[config.mk]
export PLATFORM = sky130hd
export DESIGN_NAME = muldiv_seq
export DESIGN_NICKNAME = d
export VERILOG_FILES = /design/src/rtl/muldiv_seq.sv
export SDC_FILE = /design/constraint.sdc
export NUM_CORES = 1
export LEC_CHECK = 0
export BUFFER_PORTS_ARGS = -buffer_cell sky130_fd_sc_hd__buf_2
export CAP_MARGIN = 20
export CORE_UTILIZATION = 30
export DETAILED_ROUTE_END_ITERATION = 8
export SLEW_MARGIN = 10
export SYNTH_ARGS = -nofsm -noshare
export SYNTH_HDL_FRONTEND = slang
export SYNTH_HIERARCHICAL = 1
export SYNTH_SLANG_ARGS = --single-unit
[constraint.sdc]
create_clock -name clk -period 7.6 [get_ports clk]
set_clock_uncertainty 0.1 [all_clocks]
set_input_delay 1.52 -clock clk [delete_from_list [all_inputs] [get_ports clk]]
set_output_delay 1.52 -clock clk [all_outputs]
set_load 0.1 [all_outputs]
[src/rtl/muldiv_seq.sv]
// Multi-cycle 32-bit multiply/divide sequencer sharing one carry-lookahead adder (add_32).
// Define MULDIV_DIV_EN to build the restoring divider; without it every DIV request completes with err=1.
`timescale 1ns/1ps

module add_32 (
    input  logic [31:0] x,
    input  logic [31:0] y,
    input  logic        cin,
    output logic [31:0] sum,
    output logic        cout
);
    // 4-bit lookahead groups; the group generate/propagate terms skip the carry past each nibble.
    always_comb begin : cla
        logic [31:0] g;
        logic [31:0] p;
        logic        gcar;
        logic        bcar;
        logic        grp_g;
        logic        grp_p;
        g    = x & y;
        p    = x ^ y;
        gcar = cin;
        sum  = '0;
        for (int k = 0; k < 8; k++) begin
            grp_g = g[4*k+3]
                  | (p[4*k+3] & g[4*k+2])
                  | (p[4*k+3] & p[4*k+2] & g[4*k+1])
                  | (p[4*k+3] & p[4*k+2] & p[4*k+1] & g[4*k]);
            grp_p = &p[4*k +: 4];
            bcar  = gcar;
            for (int j = 0; j < 4; j++) begin
                sum[4*k+j] = p[4*k+j] ^ bcar;
                bcar       = g[4*k+j] | (p[4*k+j] & bcar);
            end
            gcar = grp_g | (grp_p & gcar);
        end
        cout = gcar;
    end
endmodule

module muldiv_seq #(
    parameter int N = 32
) (
    input  logic         clk,
    input  logic         clr,
    input  logic         start,
    input  logic [1:0]   op,
    input  logic [N-1:0] a,
    input  logic [N-1:0] b,
    output logic         busy,
    output logic         done,
    output logic [N-1:0] hi,
    output logic [N-1:0] lo,
    output logic         err
);
    typedef enum logic [2:0] {
        IDLE, ABS_A, ABS_B, RUN, FIX_LO, FIX_HI, DONE
    } state_t;

    localparam int CW = $clog2(N);

    state_t        state_q, state_d;
    logic [N-1:0]  a_q, a_d;
    logic [N-1:0]  b_q, b_d;
    logic [N-1:0]  hi_q, hi_d;
    logic [N-1:0]  lo_q, lo_d;
    logic [CW-1:0] cnt_q, cnt_d;
    logic          sgn_q, sgn_d;
    logic          div_q, div_d;
    logic          pneg_q, pneg_d;
    logic          carry_q, carry_d;
    logic          err_q, err_d;
`ifdef MULDIV_DIV_EN
    logic          rneg_q, rneg_d;
    logic          msb;
    logic [N-1:0]  rem_sh;
    logic [N-1:0]  quo_sh;
`endif

    logic [N-1:0]  add_x, add_y, add_s;
    logic          add_ci, add_co;

    add_32 u_add (
        .x    (add_x),
        .y    (add_y),
        .cin  (add_ci),
        .sum  (add_s),
        .cout (add_co)
    );

    always_comb begin
        // NOTE: every variable gets its hold value first, so no path through the case infers a latch.
        state_d = state_q;
        a_d     = a_q;
        b_d     = b_q;
        hi_d    = hi_q;
        lo_d    = lo_q;
        cnt_d   = cnt_q;
        sgn_d   = sgn_q;
        div_d   = div_q;
        pneg_d  = pneg_q;
        carry_d = carry_q;
        err_d   = err_q;
`ifdef MULDIV_DIV_EN
        rneg_d  = rneg_q;
        msb     = 1'b0;
        rem_sh  = '0;
        quo_sh  = '0;
`endif
        add_x   = '0;
        add_y   = '0;
        add_ci  = 1'b0;

        unique case (state_q)
            IDLE, DONE: begin
                if (start) begin
                    a_d     = a;
                    b_d     = b;
                    sgn_d   = op[1];
                    div_d   = op[0];
                    pneg_d  = op[1] & (a[N-1] ^ b[N-1]);
                    cnt_d   = '0;
                    err_d   = 1'b0;
                    state_d = ABS_A;
`ifdef MULDIV_DIV_EN
                    rneg_d  = op[1] & a[N-1];
                    if (op[0] && (b == '0)) begin
                        state_d = DONE;
                        err_d   = 1'b1;
                        hi_d    = a;
                        lo_d    = '1;
                    end
`else
                    if (op[0]) begin
                        state_d = DONE;
                        err_d   = 1'b1;
                        hi_d    = '0;
                        lo_d    = '0;
                    end
`endif
                end else begin
                    state_d = IDLE;
                end
            end

            ABS_A: begin
                if (sgn_q && a_q[N-1]) begin
                    add_x  = ~a_q;
                    add_ci = 1'b1;
                    a_d    = add_s;
                end
                state_d = ABS_B;
            end

            ABS_B: begin
                if (sgn_q && b_q[N-1]) begin
                    add_x  = ~b_q;
                    add_ci = 1'b1;
                    b_d    = add_s;
                end
                // Seed {hi,lo}: MUL shifts the multiplier out of lo, DIV shifts the dividend out of lo.
                hi_d    = '0;
                lo_d    = div_q ? a_q : b_d;
                state_d = RUN;
            end

            RUN: begin
                if (div_q) begin
`ifdef MULDIV_DIV_EN
                    msb    = hi_q[N-1];
                    rem_sh = {hi_q[N-2:0], lo_q[N-1]};
                    quo_sh = {lo_q[N-2:0], 1'b0};
                    add_x  = rem_sh;
                    add_y  = ~b_q;
                    add_ci = 1'b1;
                    // msb covers a shifted remainder that no longer fits in N bits.
                    if (msb | add_co) begin
                        hi_d = add_s;
                        lo_d = {quo_sh[N-1:1], 1'b1};
                    end else begin
                        hi_d = rem_sh;
                        lo_d = quo_sh;
                    end
`endif
                end else begin
                    if (lo_q[0]) begin
                        add_x = hi_q;
                        add_y = a_q;
                        hi_d  = {add_co, add_s[N-1:1]};
                        lo_d  = {add_s[0], lo_q[N-1:1]};
                    end else begin
                        hi_d  = {1'b0, hi_q[N-1:1]};
                        lo_d  = {hi_q[0], lo_q[N-1:1]};
                    end
                end
                cnt_d = cnt_q + 1'b1;
                if (&cnt_q) begin
                    state_d = FIX_LO;
                end
            end

            FIX_LO: begin
                if (pneg_q) begin
                    add_x   = ~lo_q;
                    add_ci  = 1'b1;
                    lo_d    = add_s;
                    carry_d = add_co;
                end
                state_d = FIX_HI;
            end

            FIX_HI: begin
                if (div_q) begin
`ifdef MULDIV_DIV_EN
                    if (rneg_q) begin
                        add_x  = ~hi_q;
                        add_ci = 1'b1;
                        hi_d   = add_s;
                    end
`endif
                end else if (pneg_q) begin
                    // Upper half of the 64-bit negate takes the carry out of the lower half.
                    add_x  = ~hi_q;
                    add_ci = carry_q;
                    hi_d   = add_s;
                end
                state_d = DONE;
            end

            default: state_d = IDLE;
        endcase
    end

    always_ff @(posedge clk or posedge clr) begin
        if (clr) begin
            state_q <= IDLE;
            a_q     <= '0;
            b_q     <= '0;
            hi_q    <= '0;
            lo_q    <= '0;
            cnt_q   <= '0;
            sgn_q   <= 1'b0;
            div_q   <= 1'b0;
            pneg_q  <= 1'b0;
            carry_q <= 1'b0;
            err_q   <= 1'b0;
`ifdef MULDIV_DIV_EN
            rneg_q  <= 1'b0;
`endif
        end else begin
            // NOTE: non-blocking assignments keep every flop sampling the pre-edge values.
            state_q <= state_d;
            a_q     <= a_d;
            b_q     <= b_d;
            hi_q    <= hi_d;
            lo_q    <= lo_d;
            cnt_q   <= cnt_d;
            sgn_q   <= sgn_d;
            div_q   <= div_d;
            pneg_q  <= pneg_d;
            carry_q <= carry_d;
            err_q   <= err_d;
`ifdef MULDIV_DIV_EN
            rneg_q  <= rneg_d;
`endif
        end
    end

    always_comb begin
        busy = (state_q != IDLE) && (state_q != DONE);
        done = (state_q == DONE);
        hi   = hi_q;
        lo   = lo_q;
        err  = err_q;
    end
endmodule

==> results of run 1 <==
## synthesized netlist by cell type (34+ instances only)
cell type,n,area (µm²)
ha_1,34,425.4
clkbuf_1,70,262.8
mux2i_1,62,620.6
inv_1,58,217.7
dfrtp_1,140,3503
o2bb2ai_1,63,551.8
a21oi_1,80,400.4
and3_1,39,244.0
nor3_1,35,175.2
nor2_1,129,484.2
## sequential cells by signal, summed over array words and instances (netlist names)
register,cells
a_q,32
b_q,32
hi,32
lo,32
cnt_q,5
state_q,3
carry_q,1
div_q,1
pneg_q,1
sgn_q,1
## power groups by stage
stage	Sequential [µW]	Combinational (µW)	Clock (µW)
finish	1500	3070	937
global route	1550	3250	980
CTS	1490	3040	948
detailed placement	1500	3030	0
global placement	1500	2990	0
floorplan	2230	1510	0
## metrics by stage
step | std cells | hold slack (ns)
3_5_place_dp | 1614 | 0.3953
3_3_place_gp | 1614 | 0.3861
6_report | 1648 | 0.4187
5_1_grt | 1647 | 0.4398
4_1_cts | 1646 | 0.4137
2_1_floorplan | 1115 | 0.3714
## routing by layer
metal | global-route usage | wire, µm | share of wire | up-vias
met5 | 0 | 0 | 0 | -
met4 | 0.06848 | 747 | 0.020 | 0
met3 | 0.04249 | 2908 | 0.077 | 57
met2 | 0.3453 | 17670 | 0.47 | 494
met1 | 0.2866 | 16340 | 0.43 | 4818
li1 | - | - | - | 4394
## kinds of logic after synthesis
family / share of synthesized area
xor gates and xnor gates: 0.008456
muxes: 0.09687
buffers and inverters: 0.06619
and+or+nand+nor: 0.1238
DFF: 0.3382
AOI/OAI and AO/OA: 0.2790
adders and majority gates: 0.08745
## worst max-delay path by stage
stage	endpoint	slack [ns]	depth (start not counted)
final	lo[23]$_DFFE_PP0P_	1.31	19
after global routing	lo[23]$_DFFE_PP0P_	0.90	19
after CTS	lo[27]$_DFFE_PP0P_	1.10	17
after detailed placement	lo[27]$_DFFE_PP0P_	1.13	17
after global placement	lo[27]$_DFFE_PP0P_	1.30	17
after floorplan	lo[27]$_DFFE_PP0P_	2.00	20
## area by class of cell
type                            count  share of cell area
Inverter                           58             0.01846
Tap cell                          448             0.04646
Antenna cell                        1           0.0002074
Timing Repair Buffer              162             0.07447
Clock buffer                       20             0.03703
Multi-Input combinational cell    807              0.5165
Clock inverter                     12             0.01608
Sequential cell                   140              0.2908
## cell usage in the layout (no fill, tap or decap), types with 12 or more instances in the layout
| master | instances |
|---|---|
| o21ai_0 | 12 |
| a222oi_1 | 32 |
| buf_2 | 135 |
| mux2_2 | 26 |
| inv_1 | 57 |
| ha_1 | 34 |
| clkbuf_16 | 17 |
| o221ai_1 | 32 |
| buf_4 | 26 |
| a221oi_1 | 31 |
| a211oi_1 | 31 |
| dfrtp_1 | 138 |
| a21oi_1 | 80 |
| o22ai_1 | 22 |
| nand2_1 | 23 |
| fa_1 | 24 |
| mux2i_1 | 62 |
| o2bb2ai_1 | 63 |
| nor2_1 | 129 |
| nor3_1 | 35 |
| and3_1 | 38 |
| a2bb2oi_1 | 31 |
==> metrics.md, run 1 <==
| Metric | Value |
|---|---|
| Maximum vdd drop | `0.0003273 V` |
| Syn nets | `1242` |
| Largest net degree at the start of global routing | `85` |
| Setup Fix Bufs, Post-CTS | `0` |
| Area of the multi-input gates | `6231 µm²` |
| Finished Core Util | `0.3571` |
| Max Cap Violations | `0` |
| Minimum clock period | `6.285 ns` |
| CP max stage delay | `0.75 ns` |
| Launch point of the worst hold path | `carry_q$_DFFE_PP0P_` |
| Via count | `9763` |
| Post-Syn Instances | `1115` |
| Sw frac | `0.5440` |
| FF-to-FF End | `lo[23]$_DFFE_PP0P_` |
| Clock root buffer | `clkbuf_16` |
| Initial antenna violation count | `0` |
| Buf+Inv Stages, Crit Path | `1` |
| Final-report max-slew violation count | `0` |
| Max transition margin | `0.2036` |
| Crit-path cells | `and3b_1 > and2_2 > buf_4 > a21oi_1 > o221ai_1 > ha_1 > nand4_1 > a31oi_1 > o21ba_1 > or3_4 > a21o_1 > fa_1 > fa_1 > fa_1 > xor2_1 > nor2_1 > a221oi_1 > a222oi_1 > o2bb2ai_1` |
| Clock Tree Buf Depth | `2` |
| DIE AREA | `35280 µm²` |
| P_leak | `0.005605 µW` |
| Vias per inst | `5.924` |
| Dpl ws | `1.127 ns` |
| WHS Path Cells | `1` |
| Fmax | `159.1 MHz` |
| Setup slack, reg-to-reg | `1.31 ns` |
| Critical R2R Launch | `state_q[0]$_DFFE_PP0P_` |
| Num rows | `67` |
| Overflow after GRT | `0` |
| Max FO, Critical Path | `40` |
| # DRC | `0` |
| CP delay by family, top | `compound AO/OA/AOI/OAI gates` |
| Placed cell area | `11390 µm²` |
| RSZ-0062 raised after global routing | `false` |
| Clock slew at reported path FFs | `0.06 ns` |
| H-tree depth | `4` |
| P_sw | `2995 µW` |
| First-pass iteration count of the detailed router | `6` |
| Skew-Pair Late Insertion Delay | `0.44 ns` |
| Clock share of power | `0.170` |
| Post-CTS sizing | `0` |
| Hold Buf Count CTS | `0` |
| FF+latch count, synth | `140` |
| Worst hold path type | `flop to flop` |
| Core box area | `33780 µm²` |
| Critical path class | `flop to flop` |
| Cell area after layout | `12060 µm²` |
| Post-Synthesis Cell Area | `10360 µm²` |
| CP most frequent cell | `fa_1` |
| CP startpoint kind | `flop` |
| Worst Path Arrival | `6.54 ns` |
| Worst Setup SP | `state_q[0]$_DFFE_PP0P_` |
| Yosys warnings | `6` |
| Logic pwr share | `0.557` |
| Routed wire length | `37.66 mm` |
| CTS Buf Count | `17` |
| DPL Wire Length | `24.12 mm` |
| Critical Path End Type | `flop` |
| Synth-to-Final Area Change | `16.46%` |
| Die Height | `187.8 µm` |
| Synth Flop Type | `dfrtp_1` |
| Sequential share of the synthesized area | `0.3382` |
| Reg power frac | `0.273` |
| First-pass GRT wire length | `58.52 mm` |
| GP Congestion | `0.8224` |
| Reg area | `3508 µm²` |
| Fillers | `3433` |
| Vias in the first global route | `9856` |
| Post-synth EDFFs | `0` |
| Antenna-violating nets left | `0` |
| WL/cell | `22.85 µm` |
| Final period util | `0.8270` |
| CTS tree | `done` |
| Layout cells sized above 1 | `0.2077` |
| Final WS setup | `1.315 ns` |
| Setup TNS | `0 ns` |
| Total power draw | `5507 µW` |
| Cell Int Power | `2511 µW` |
| IO buf count | `135` |
| Pwr/cell area | `456.5 nW/µm²` |
| Critical Path Slowest Stage Cell | `dfrtp_1` |
| Die width | `187.8 µm` |
| Required @ worst endpoint | `7.86 ns` |
| Ys async rst share | `1.000` |
| Final Hold Fails | `0` |
| Mapped Avg Cell Area | `9.290 µm²` |
| NumNets Final | `1313` |
| Hold path endpoint | `carry_q$_DFFE_PP0P_` |
| Setup violations, final | `0` |
| Starting Density | `0.3066` |
| IO Pins | `136` |
| Worst Tran Pin Value | `1.195 ns` |
| GR Util All Layers | `0.2141` |
| Count of cell types in the netlist | `62` |
| FF-to-FF path depth | `19` |
| Status | `finished clean` |
| Clk sinks | `140` |
| Detailed Route Iter0 Violations | `1075` |
(Power assumes the default switching activity.)
==> run 2: changes to the inputs <==
--- a/config.mk
+++ b/config.mk
@@ -5,6 +5,7 @@
 export SDC_FILE = /design/constraint.sdc
 export NUM_CORES = 1
 export LEC_CHECK = 0
+export ABC_AREA = 1
 export BUFFER_PORTS_ARGS = -buffer_cell sky130_fd_sc_hd__buf_2
 export CAP_MARGIN = 20
 export CORE_UTILIZATION = 30
==> constraint.sdc (replaced) <==
create_clock -name clk -period 5.1 [get_ports clk]
set_clock_uncertainty 0.1 [all_clocks]
set_input_delay 1.02 -clock clk [delete_from_list [all_inputs] [get_ports clk]]
set_output_delay 1.02 -clock clk [all_outputs]
set_load 0.1 [all_outputs]
==> run 2 against run 1 <==
Effect of this change: total power is 43% higher; die area is 10% higher; sequential cell count stayed put; non-clock buffer count is 19 higher; setup slack worse by 1.1 ns; routed wire length is 14% higher; global-route usage is 0.80 points higher; design area is 11% higher; critical path type unchanged; largest cell class unchanged.
==> metrics.md, run 2 <==
| Metric | Value |
|---|---|
| GP Congestion | `0.8730 (was 0.8224)` |
| Most frequent cells in the layout | `nand2_1 (716), inv_1 (196), o21ai_0 (137), dfrtp_1 (137), buf_2 (135) (was dfrtp_1 (138), buf_2 (135), nor2_1 (129))` |
| Critical Path End Type | `flop (unchanged)` |
| Clk sinks | `140 (unchanged)` |
| Critical Path Slowest Stage Cell | `dfrtp_1 (unchanged)` |
| Detailed Route Iter0 Violations | `1091 (was 1075)` |
| Die Height | `197.1 µm (was 187.8 µm)` |
| Clock slew at reported path FFs | `0.06 ns (about the same)` |
| Dominant cells by area after synthesis | `dfrtp_1 (31%), nand2_1 (24%), inv_1 (6.5%) (was dfrtp_1 (34%), mux2i_1 (6.0%), o2bb2ai_1 (5.3%))` |
| RSZ-0062 raised after global routing | `false (unchanged)` |
| Final Hold Fails | `0 (unchanged)` |
| Post-Syn Instances | `1818 (was 1115)` |
| Syn nets | `1945 (was 1242)` |
| Buf+Inv Stages, Crit Path | `6 (was 1)` |
| Max transition margin | `0.3233 (was 0.2036)` |
| Setup violations, final | `0 (unchanged)` |
| Synth-to-Final Area Change | `17.24% (was 16.46%)` |
| # DRC | `0 (unchanged)` |
| Count of cell types in the netlist | `40 (was 62)` |
| CP max stage delay | `0.39 ns (was 0.75 ns)` |
| Sequential share of the synthesized area | `0.3068 (was 0.3382)` |
| Skew-Pair Late Insertion Delay | `0.45 ns (was 0.44 ns)` |
| Total power draw | `7882 µW (was 5507 µW)` |
| Worst Tran Pin Value | `1.011 ns (was 1.195 ns)` |
| Layout cells sized above 1 | `0.1430 (was 0.2077)` |
| First-pass iteration count of the detailed router | `7 (was 6)` |
| Minimum clock period | `4.867 ns (was 6.285 ns)` |
| Final WS setup | `0.2330 ns (was 1.315 ns)` |
| Overflow after GRT | `0 (unchanged)` |
| H-tree depth | `4 (unchanged)` |
| Pwr/cell area | `588.8 nW/µm² (was 456.5 nW/µm²)` |
| Synth area leader | `dfrtp_1 (unchanged)` |
| Clock root buffer | `clkbuf_16 (unchanged)` |
| Antenna-violating nets left | `0 (unchanged)` |
| First-pass GRT wire length | `66.11 mm (was 58.52 mm)` |
| Finished Core Util | `0.3562 (was 0.3571)` |
| P_leak | `0.007047 µW (was 0.005605 µW)` |
| Max Cap Violations | `0 (unchanged)` |
| Final-report max-slew violation count | `0 (unchanged)` |
| Antenna diodes | `0 (was 1)` |
| Final period util | `0.9543 (was 0.8270)` |
| WL/cell | `17.62 µm (was 22.85 µm)` |
| Required @ worst endpoint | `5.28 ns (was 7.86 ns)` |
| CTS tree | `done (unchanged)` |
| IO Pins | `136 (unchanged)` |
| Commonest non-fill, non-tap cell in the layout | `nand2_1 (was dfrtp_1)` |
| Max FO, Critical Path | `7 (was 40)` |
| Num rows | `71 (was 67)` |
| Hold Buf Count CTS | `0 (unchanged)` |
| CP startpoint kind | `flop (unchanged)` |
| CP delay by family, top | `adder cells (was compound AO/OA/AOI/OAI gates)` |
| Yosys warnings | `6 (unchanged)` |
| Setup TNS | `0 ns (unchanged)` |
| Fmax | `205.5 MHz (was 159.1 MHz)` |
| IO buf count | `135 (unchanged)` |
| Routed wire length | `42.89 mm (was 37.66 mm)` |
| CP most frequent cell | `nand2_2 (was fa_1)` |
| Fillers | `4129 (was 3433)` |
| Vias in the first global route | `11550 (was 9856)` |
| Worst hold path type | `flop to flop (unchanged)` |
| Mapped Avg Cell Area | `6.280 µm² (was 9.290 µm²)` |
| Post-synth EDFFs | `0 (unchanged)` |
| Top post-synthesis cells by count | `nand2_1 (717), inv_1 (199), dfrtp_1 (140) (was dfrtp_1 (140), nor2_1 (129), a21oi_1 (80))` |
| Dpl ws | `0.1614 ns (was 1.127 ns)` |
| Die width | `197.1 µm (was 187.8 µm)` |
| Vias per inst | `5.034 (was 5.924)` |
| Worst Path Arrival | `5.05 ns (was 6.54 ns)` |
| Synth Flop Type | `dfrtp_1 (unchanged)` |
| Ys async rst share | `1.000 (unchanged)` |
| FF+latch count, synth | `140 (unchanged)` |
| Initial antenna violation count | `0 (unchanged)` |
| Yosys top cell area share | `0.3068 (was 0.3382)` |
| DPL Wire Length | `27.61 mm (was 24.12 mm)` |
| DIE AREA | `38840 µm² (was 35280 µm²)` |
| Largest net degree at the start of global routing | `70 (was 85)` |
| Post-Synthesis Cell Area | `11420 µm² (was 10360 µm²)` |
| GR Util All Layers | `0.2221 (was 0.2141)` |
| Via count | `12250 (was 9763)` |
| Maximum vdd drop | `0.0004598 V (was 0.0003273 V)` |
| Fin Hold WS | `0.3807 ns (was 0.4187 ns)` |
| Starting Density | `0.3038 (was 0.3066)` |
| Count leader, synth | `nand2_1 (was dfrtp_1)` |
| CTS Buf Count | `17 (unchanged)` |
| Critical path class | `flop to flop (unchanged)` |
| NumNets Final | `2037 (was 1313)` |
| Core box area | `37580 µm² (was 33780 µm²)` |
| Clock Tree Buf Depth | `2 (unchanged)` |
| Status | `finished clean (unchanged)` |
## run 2: cell types whose count changed in the layout (fill, tap and decap cells not counted), sizes merged, moves of 34 or more
| cell | previous run | this run |
|---|---|---|
| mux2 | 34 | 0 |
| nor2 | 129 | 59 |
| a21oi | 81 | 125 |
| nand3 | 10 | 135 |
| nand2 | 24 | 737 |
| o21ai | 13 | 165 |
| mux2i | 62 | 0 |
| inv | 58 | 202 |
| o2bb2ai | 63 | 0 |
| and3 | 40 | 1 |
## run 2: final cells by class
type,count,area [µm²],area share
Clock buffer,20,446.7,0.03337
Clock inverter,12,193.9,0.01449
Inverter,204,772.0,0.05767
Multi-Input combinational cell,1366,6725,0.5024
Sequential cell,140,3507,0.2620
Tap cell,511,639.4,0.04777
Timing Repair Buffer,181,1101,0.08226
## run 2: worst paths after layout
check,from,end,slack [ns],cells after the start
setup / recovery,state_q[1]$_DFFE_PP0P_,b_q[31]$_DFFE_PP0P_,0.23,31
hold / removal,carry_q$_DFFE_PP0P_,carry_q$_DFFE_PP0P_,0.38,2
setup reg to reg,state_q[1]$_DFFE_PP0P_,b_q[31]$_DFFE_PP0P_,0.23,31
hold reg to reg,carry_q$_DFFE_PP0P_,carry_q$_DFFE_PP0P_,0.38,2
max in group asynchronous,clr,a_q[3]$_DFFE_PP0P_,3.27,3
min in group asynchronous,clr,hi[25]$_DFFE_PP0P_,0.56,2
## run 2: metrics by stage
stage | instances | instance area (µm²)
2_1_floorplan | 1818 | 11420
3_3_place_gp | 2398 | 12660
3_5_place_dp | 2398 | 12660
4_1_cts | 2430 | 13300
5_1_grt | 2434 | 13390
6_report | 2434 | 13390
## run 2: where the power goes
part / internal (µW) / switching, µW / leakage [µW]
sequential: 1480 / 275 / 0.00183
combinational: 1110 / 3600 / 0.00491
clock: 878 / 542 / 0.000310
## run 2: metal layers
layer  vias up  share of wire  track usage
li1       5925              -            -
met1      5643           0.44       0.3013
met2       605           0.45       0.3564
met3        80          0.084      0.03756
met4         0          0.027      0.07580
met5         -              0            0
## run 2: kinds of logic (layout without fill, tap and decap cells)
family	Yosys count	in the layout	share of synthesized area
simple gates	995	995	0.3605
buf+inv	312	417	0.1089
compound gates	304	304	0.1374
flops	140	140	0.3068
fa+ha+maj	58	58	0.07934
xor+xnor	9	9	0.006904
## run 2: worst min-delay path, delay by kind of cell (launching register included)
family | cells | cell delay [ns]
flops | 1 | 0.35
simple gates | 2 | 0.10
## run 2: repair_timing
| action | CTS | global route |
|---|---|---|
| setup buffers | 0 | 3 |
| gates resized for setup | 0 | 11 |
| endpoints found under the setup margin | 0 | 12 |
